## config.mk

```make
export PLATFORM = sky130hd
export DESIGN_NAME = u_pg_rca16_wide_seq
export DESIGN_NICKNAME = d
export VERILOG_FILES = /design/src/rtl/u_pg_rca16_wide_seq.sv
export SDC_FILE = /design/constraint.sdc
export NUM_CORES = 1
export LEC_CHECK = 0
export CAP_MARGIN = 20
export CORE_MARGIN = 2
export CORE_UTILIZATION = 48
export CTS_CLUSTER_DIAMETER = 60
export CTS_CLUSTER_SIZE = 28
export DETAILED_ROUTE_END_ITERATION = 16
export PLACE_DENSITY_LB_ADDON = 0.12
export SYNTH_ARGS = -nofsm -noshare
export SYNTH_HDL_FRONTEND = slang
export SYNTH_SLANG_ARGS = --single-unit
```

## constraint.sdc

```tcl
create_clock -name clk -period 8.9 [get_ports clk]
set_clock_uncertainty 0.2 [all_clocks]
set_input_delay 2.225 -clock clk [delete_from_list [all_inputs] [get_ports clk]]
set_output_delay 2.225 -clock clk [all_outputs]
set_load 0.05 [all_outputs]
```

## src/rtl/u_pg_rca16_wide_seq.sv

```systemverilog
// rtl/u_pg_rca16_wide_seq.sv - multi-cycle wide adder sequencer around a 16-bit pg ripple-carry adder
module u_pg_rca16_wide_seq #(
    parameter int WORDS = 4
) (
    input  logic                clk,
    input  logic                rst,
    input  logic                in_valid,
    output logic                in_ready,
    input  logic [16*WORDS-1:0] in_a,
    input  logic [16*WORDS-1:0] in_b,
    output logic [15:0]         add_a,
    output logic [15:0]         add_b,
    input  logic [16:0]         add_sum,
    output logic                out_valid,
    input  logic                out_ready,
    output logic [16*WORDS:0]   out_sum
);

    localparam int W     = 16 * WORDS;
    localparam int IDX_W = (WORDS > 1) ? $clog2(WORDS) : 1;
    localparam logic [IDX_W-1:0] IDX_LAST = IDX_W'(WORDS - 1);

    typedef enum logic [1:0] {
        IDLE = 2'd0,
        RUN  = 2'd1,
        DONE = 2'd2
    } state_t;

    state_t           state;
    state_t           state_next;
    logic [IDX_W-1:0] idx;
    logic             carry;
    logic [W-1:0]     op_a;
    logic [W-1:0]     op_b;
    logic [W:0]       sum_q;
    logic [15:0]      word;
    logic             carry_next;
    logic             accept;
    logic             last;

    assign accept  = in_valid && in_ready;
    assign last    = (idx == IDX_LAST);
    assign out_sum = sum_q;

    // State register; reset aborts any in-flight operation.
    always_ff @(posedge clk or posedge rst) begin
        if (rst) begin
            state <= IDLE;
        end else begin
            state <= state_next;
        end
    end

    // Next-state logic and handshake decode from the registered state only.
    // in_ready is additionally held low while rst is asserted.
    always_comb begin
        state_next = state;
        in_ready   = 1'b0;
        out_valid  = 1'b0;
        case (state)
            IDLE: begin
                in_ready = ~rst;
                if (in_valid && !rst) begin
                    state_next = RUN;
                end
            end
            RUN: begin
                if (last) begin
                    state_next = DONE;
                end
            end
            DONE: begin
                out_valid = 1'b1;
                if (out_ready) begin
                    state_next = IDLE;
                end
            end
            default: state_next = IDLE;
        endcase
    end

    // Slice mux to the external adder and the inter-word carry incrementer.
    // The adder's own carry and the incrementer's overflow cannot both be set:
    // add_sum[15:0]==FFFF with add_sum[16]=1 would need a 17-bit sum above 0x1FFFE.
    always_comb begin
        add_a      = 16'h0000;
        add_b      = 16'h0000;
        word       = add_sum[15:0] + {15'b0, carry};
        carry_next = add_sum[16] | (carry & (add_sum[15:0] == 16'hFFFF));
        if (state == RUN) begin
            add_a = op_a[{idx, 4'b0000} +: 16];
            add_b = op_b[{idx, 4'b0000} +: 16];
        end
    end

    // Operand capture on accept, then one result slice per RUN cycle.
    always_ff @(posedge clk or posedge rst) begin
        if (rst) begin
            idx   <= '0;
            carry <= 1'b0;
            op_a  <= '0;
            op_b  <= '0;
            sum_q <= '0;
        end else if (accept) begin
            idx   <= '0;
            carry <= 1'b0;
            op_a  <= in_a;
            op_b  <= in_b;
            sum_q <= '0;
        end else if (state == RUN) begin
            sum_q[{idx, 4'b0000} +: 16] <= word;
            carry                       <= carry_next;
            idx                         <= idx + 1'b1;
            if (last) begin
                sum_q[W] <= carry_next;
            end
        end
    end

endmodule

```

## Word-level counts from Yosys, hierarchy flattened

Index checks and enable logic that the tools add are counted.

| storage, ports and cells | value |
|---|---|
| register bits | 198 |
| bits of input ports | 149 |
| output and inout bits | 99 |

| cells by class | value |
|---|---|
| add/sub/neg operators | 3 |
| eq/ne operators | 7 |
| shift-type cells | 4 |
| multiplexer cells | 16 |
| bitwise gates (word level) | 3 |
| reductions and logical operators | 6 |

Operator list:

| kind | count |
|---|---|
| $mux W65 | 2 |
| $shiftx A64 B7 Y16 | 2 |
| $bwmux W65 | 1 |
| $shift A16 B8 Y65 const A | 1 |
| $shiftx A16 B8 Y65 | 1 |
| $mux W16 | 2 |
| $add A16 B1 Y16 | 1 |
| $eq A16 B16 Y1 const B | 1 |
| $mux W2 | 5 |
| $neg A6 Y8 | 1 |
| $ne A2 B2 Y1 const B | 3 |
| $pmux W2 S3 | 1 |
| $mux W1 | 5 |
| $eq A2 B2 Y1 const B | 2 |
| $reduce_and A3 Y1 | 1 |
| $add A2 B1 Y2 const B | 1 |
| $eq A2 B1 Y1 const B | 1 |
| $logic_and A1 B1 Y1 | 2 |
| $logic_not A2 Y1 | 1 |
| $reduce_bool A2 Y1 | 1 |
| $and A1 B1 Y1 | 1 |
| $logic_not A1 Y1 | 1 |
| $not A1 Y1 | 1 |
| $or A1 B1 Y1 | 1 |

## Depth between registers and ports, before layout

| logic depth | value |
|---|---|
| depth after elaboration | 6 |
| mapped depth | 9 |
| mapped depth without buffers | 6 |

## Least setup slack after synthesis

Ideal clock, no wire load.

| path | value |
|---|---|
| path kind | in2out |
| start | in rst |
| end | out in_ready |
| data arrival time | 3317 ps |
| data required time | 6475 ps |
| path slack | 3158 ps |
| stages on the path | 1 |
| buffers on the path | 0 |
| cell sequence | nor3_1 |

| between the ends | value |
|---|---|
| cells in the longest elaborated chain, start to end | 2 |

RTL lines:

| element | line | RTL |
|---|---|---|
| from (decl) | 6 | `input logic rst,` |
| $not A1 Y1 | 62 | `in_ready = ~rst;` |
| $mux W1 | 60 | `case (state)` |
| to (decl) | 8 | `output logic in_ready,` |

No other way between the ends.

## Worst setup path in the final report

Ends and elaborated chain as after synthesis.

==> results.yml <==
yosys:
  ys_ff_latch: 198
  synthArstFlopShare_pct: 100
  synth_warnings: 0
  synth_edf_count: 0
  synthesis.nets: 1095
  synth-main-ff-cell: "dfrtp_1"
  yosysSeqAreaShare_pct: 55.8
  synth_cell_types: 40
  syn-cell-area_um2: 8880
  avgSynthCellArea_um2: 9.47
  netlist_instances: 937
layout:
  layout.cells.most_common_list: "455 x nand2_1, 247 x clkdlybuf4s50_1, 196 x dfrtp_1, 61 x o21ai_0, 33 x and2_1"
  nets: 1319
  instances_no_fill: 1403
  drive_gt1_share_pct: 7.07
  antenna_cells: 0
  syn_to_final_growth_pct: 36.6
  mostFrequentLayoutCell: "nand2_1"
worst_setup_path:
  r2r_cells: 6
  max_stage_delay_ns: 0.88
  worst_ep_arrival_time_ns: 4.05
  crit_type: "in -> out"
  path_buf_inv: 2
  path_depth: 3
  endpoint_kind: "output pin"
  cp_cell_sequence: "clkdlybuf4s50_1 -> nor3_1 -> clkdlybuf4s50_1"
  crit_start: "rst"
  crit_top_cell: "clkdlybuf4s50_1"
  cp_top_family: "buffers and inverters"
  critical_path.slowest_cell: "clkdlybuf4s50_1"
  reg2reg_slack_ns: 5.47
  reg2reg_from: "idx[0]"
  startpoint_type: "input pin"
  crit_fanout: 3
  crit_required_ns: 6.48
power_and_ir_drop:
  vdd_drop_max_uv: 210
  power_density_nw_per_um2: 360
  total_leakage_power_uw: 0.00565
placed_design:
  dp.cells: 1369
  dp_hpwl_um: 15100
  portBuffers: 247
  dpl_worst_slack_ns: 2.42
  gp_congestion: 0.808
worst_hold_path:
  hold_path_class: "reg -> reg"
  hold_path_depth: 2
  hp-start: "op_a[35]"
floorplan:
  die_y_um: 140
  fp.coreArea_um2: 18000
  initial_utilization_pct: 49.3
  rows: 49
  die_w_um: 140
  io-pin-count: 248
  die_area_um2: 19600
cts:
  clock_latency_ns: 0.42
  post-cts-setup-buffer-count: 0
  htreeDepth: 4
  cts-root-buf: "clkbuf_16"
  cts_resized: 0
  cts_buffer_depth: 2
  clk_pin_slew_ns: 0.07
  cts_tree: "done"
  clock-sinks: 198
  numCtsBuffers: 17
  cts_hold_buffers: 0
timing:
  tightest_slew_ns: 1.03
  finalHoldViolations: 0
  layout_min_cycle_time_ns: 6.47
  setup_violations: 0
  finalCritPeriodShare_pct: 72.7
  maxSlewViolCount: 0
  fmax_mhz: 154
  setup_slack_ns: 2.43
  slew_headroom_pct: 31.2
  tns_ns: 0
  rsz0062_at_grt: "false"
global_routing:
  antenna_found_initial: 0
  met2_usage_pct: 36.4
  grt.total_usage_pct: 23.3
  use_met3_pct: 5.40
  grt_pass1_wl_um: 36300
  use_met1_pct: 33.0
  grt_busiest_layer: "met2"
  gr-total-overflow: 0
  grt_max_degree: 119
  grt_pass1_vias: 6947
detailed_routing:
  wl_um: 22500
  via_per_inst: 5.14
  drc: 0
  dr.pass1.iters: 6
  via_count: 7206
  drtIter0Drc: 336
  antenna_left: 0
  detail_route.wl_per_cell_um: 16.1
flow_run:
  max_cap_viol_count: 0
run_status:
  status: "finished clean"
synth_stat cells, types with 2 or more instances:
cell type / count / area, µm²
a21oi_1: 5 / 25.0
a22o_1: 2 / 17.5
a22oi_1: 2 / 15.0
and2_1: 33 / 206
buf_2: 14 / 70.1
clkbuf_1: 36 / 135
dfrtp_1: 198 / 4950
ha_1: 9 / 113
inv_1: 8 / 30.0
mux2i_1: 4 / 40.0
mux4_2: 32 / 721
nand2_1: 456 / 1710
nand2b_1: 4 / 25.0
nand3_1: 9 / 45.0
nand4_1: 6 / 37.5
nand4b_1: 2 / 17.5
nor2_1: 8 / 30.0
nor2b_1: 2 / 12.5
nor3_1: 6 / 30.0
nor4_1: 8 / 50.1
o21ai_0: 61 / 305
o31ai_1: 2 / 15.0
xnor2_1: 12 / 105
xor2_1: 2 / 17.5
final cells by class:
| cell class | instances | area [µm²] |
|---|---|---|
| sequential | 198 | 4960 |
| clock inverter | 13 | 119 |
| fill | 1526 | 5900 |
| timing repair buffer | 257 | 2590 |
| clock buffer | 19 | 443 |
| tap | 229 | 287 |
| inverter | 8 | 37.5 |
| multi-input combinational | 679 | 3700 |
cell families after synthesis:
group | Yosys count | synth area share [%]
mux | 36 | 8.57
flops | 198 | 55.8
simple gates | 544 | 25.6
compound gates | 76 | 4.65
xor+xnor | 14 | 1.38
buf+inv | 60 | 2.75
fa+ha+maj | 9 | 1.27
state kept, by name (all words and copies together), names as in the netlist:
name	flops
idx	2
op_b	64
op_a	64
out_sum	65
state	2
carry	1
stage by stage:
stage | cell area (µm²) | power [µW] | util, % | hold slack, ns
after CTS | 12100 | 4400 | 67.0 | 0.275
after global routing | 12100 | 4640 | 67.3 | 0.291
final | 12100 | 4360 | 67.3 | 0.270
after global placement | 11500 | 3610 | 63.9 | 0.253
after floorplan | 8880 | 2950 | - | 0.240
after detailed placement | 11500 | 3650 | 63.9 | 0.257
where the power goes:
part / total [µW] / internal, µW / switching [µW]
Sequential: 1530 / 1280 / 258
Clock: 739 / 397 / 342
Combinational: 2090 / 820 / 1270
Total: 4360 / 2490 / 1870
layer usage:
metal | up-vias | wire length (µm)
met1 | 3476 | 10100
li1 | 3496 | -
met4 | 0 | 399
met2 | 205 | 10600
met5 | - | 0
met3 | 29 | 1390
final timing paths:
| path | end |
|---|---|
| max | in_ready |
| min | op_a[35] |
| max reg2reg | out_sum[15] |
| min reg2reg | op_a[35] |
| max in group asynchronous | idx[1] |
| min in group asynchronous | op_a[55] |
worst reg2reg max path, stage by stage (launching register included):
cell	delay [ns]
dfrtp_2	0.67
buf_4	0.54
inv_1	0.23
ha_1	0.45
or3b_2	0.53
or2_2	0.46
o31ai_1	0.25
Note: power is estimated with default switching activity, not from simulation.
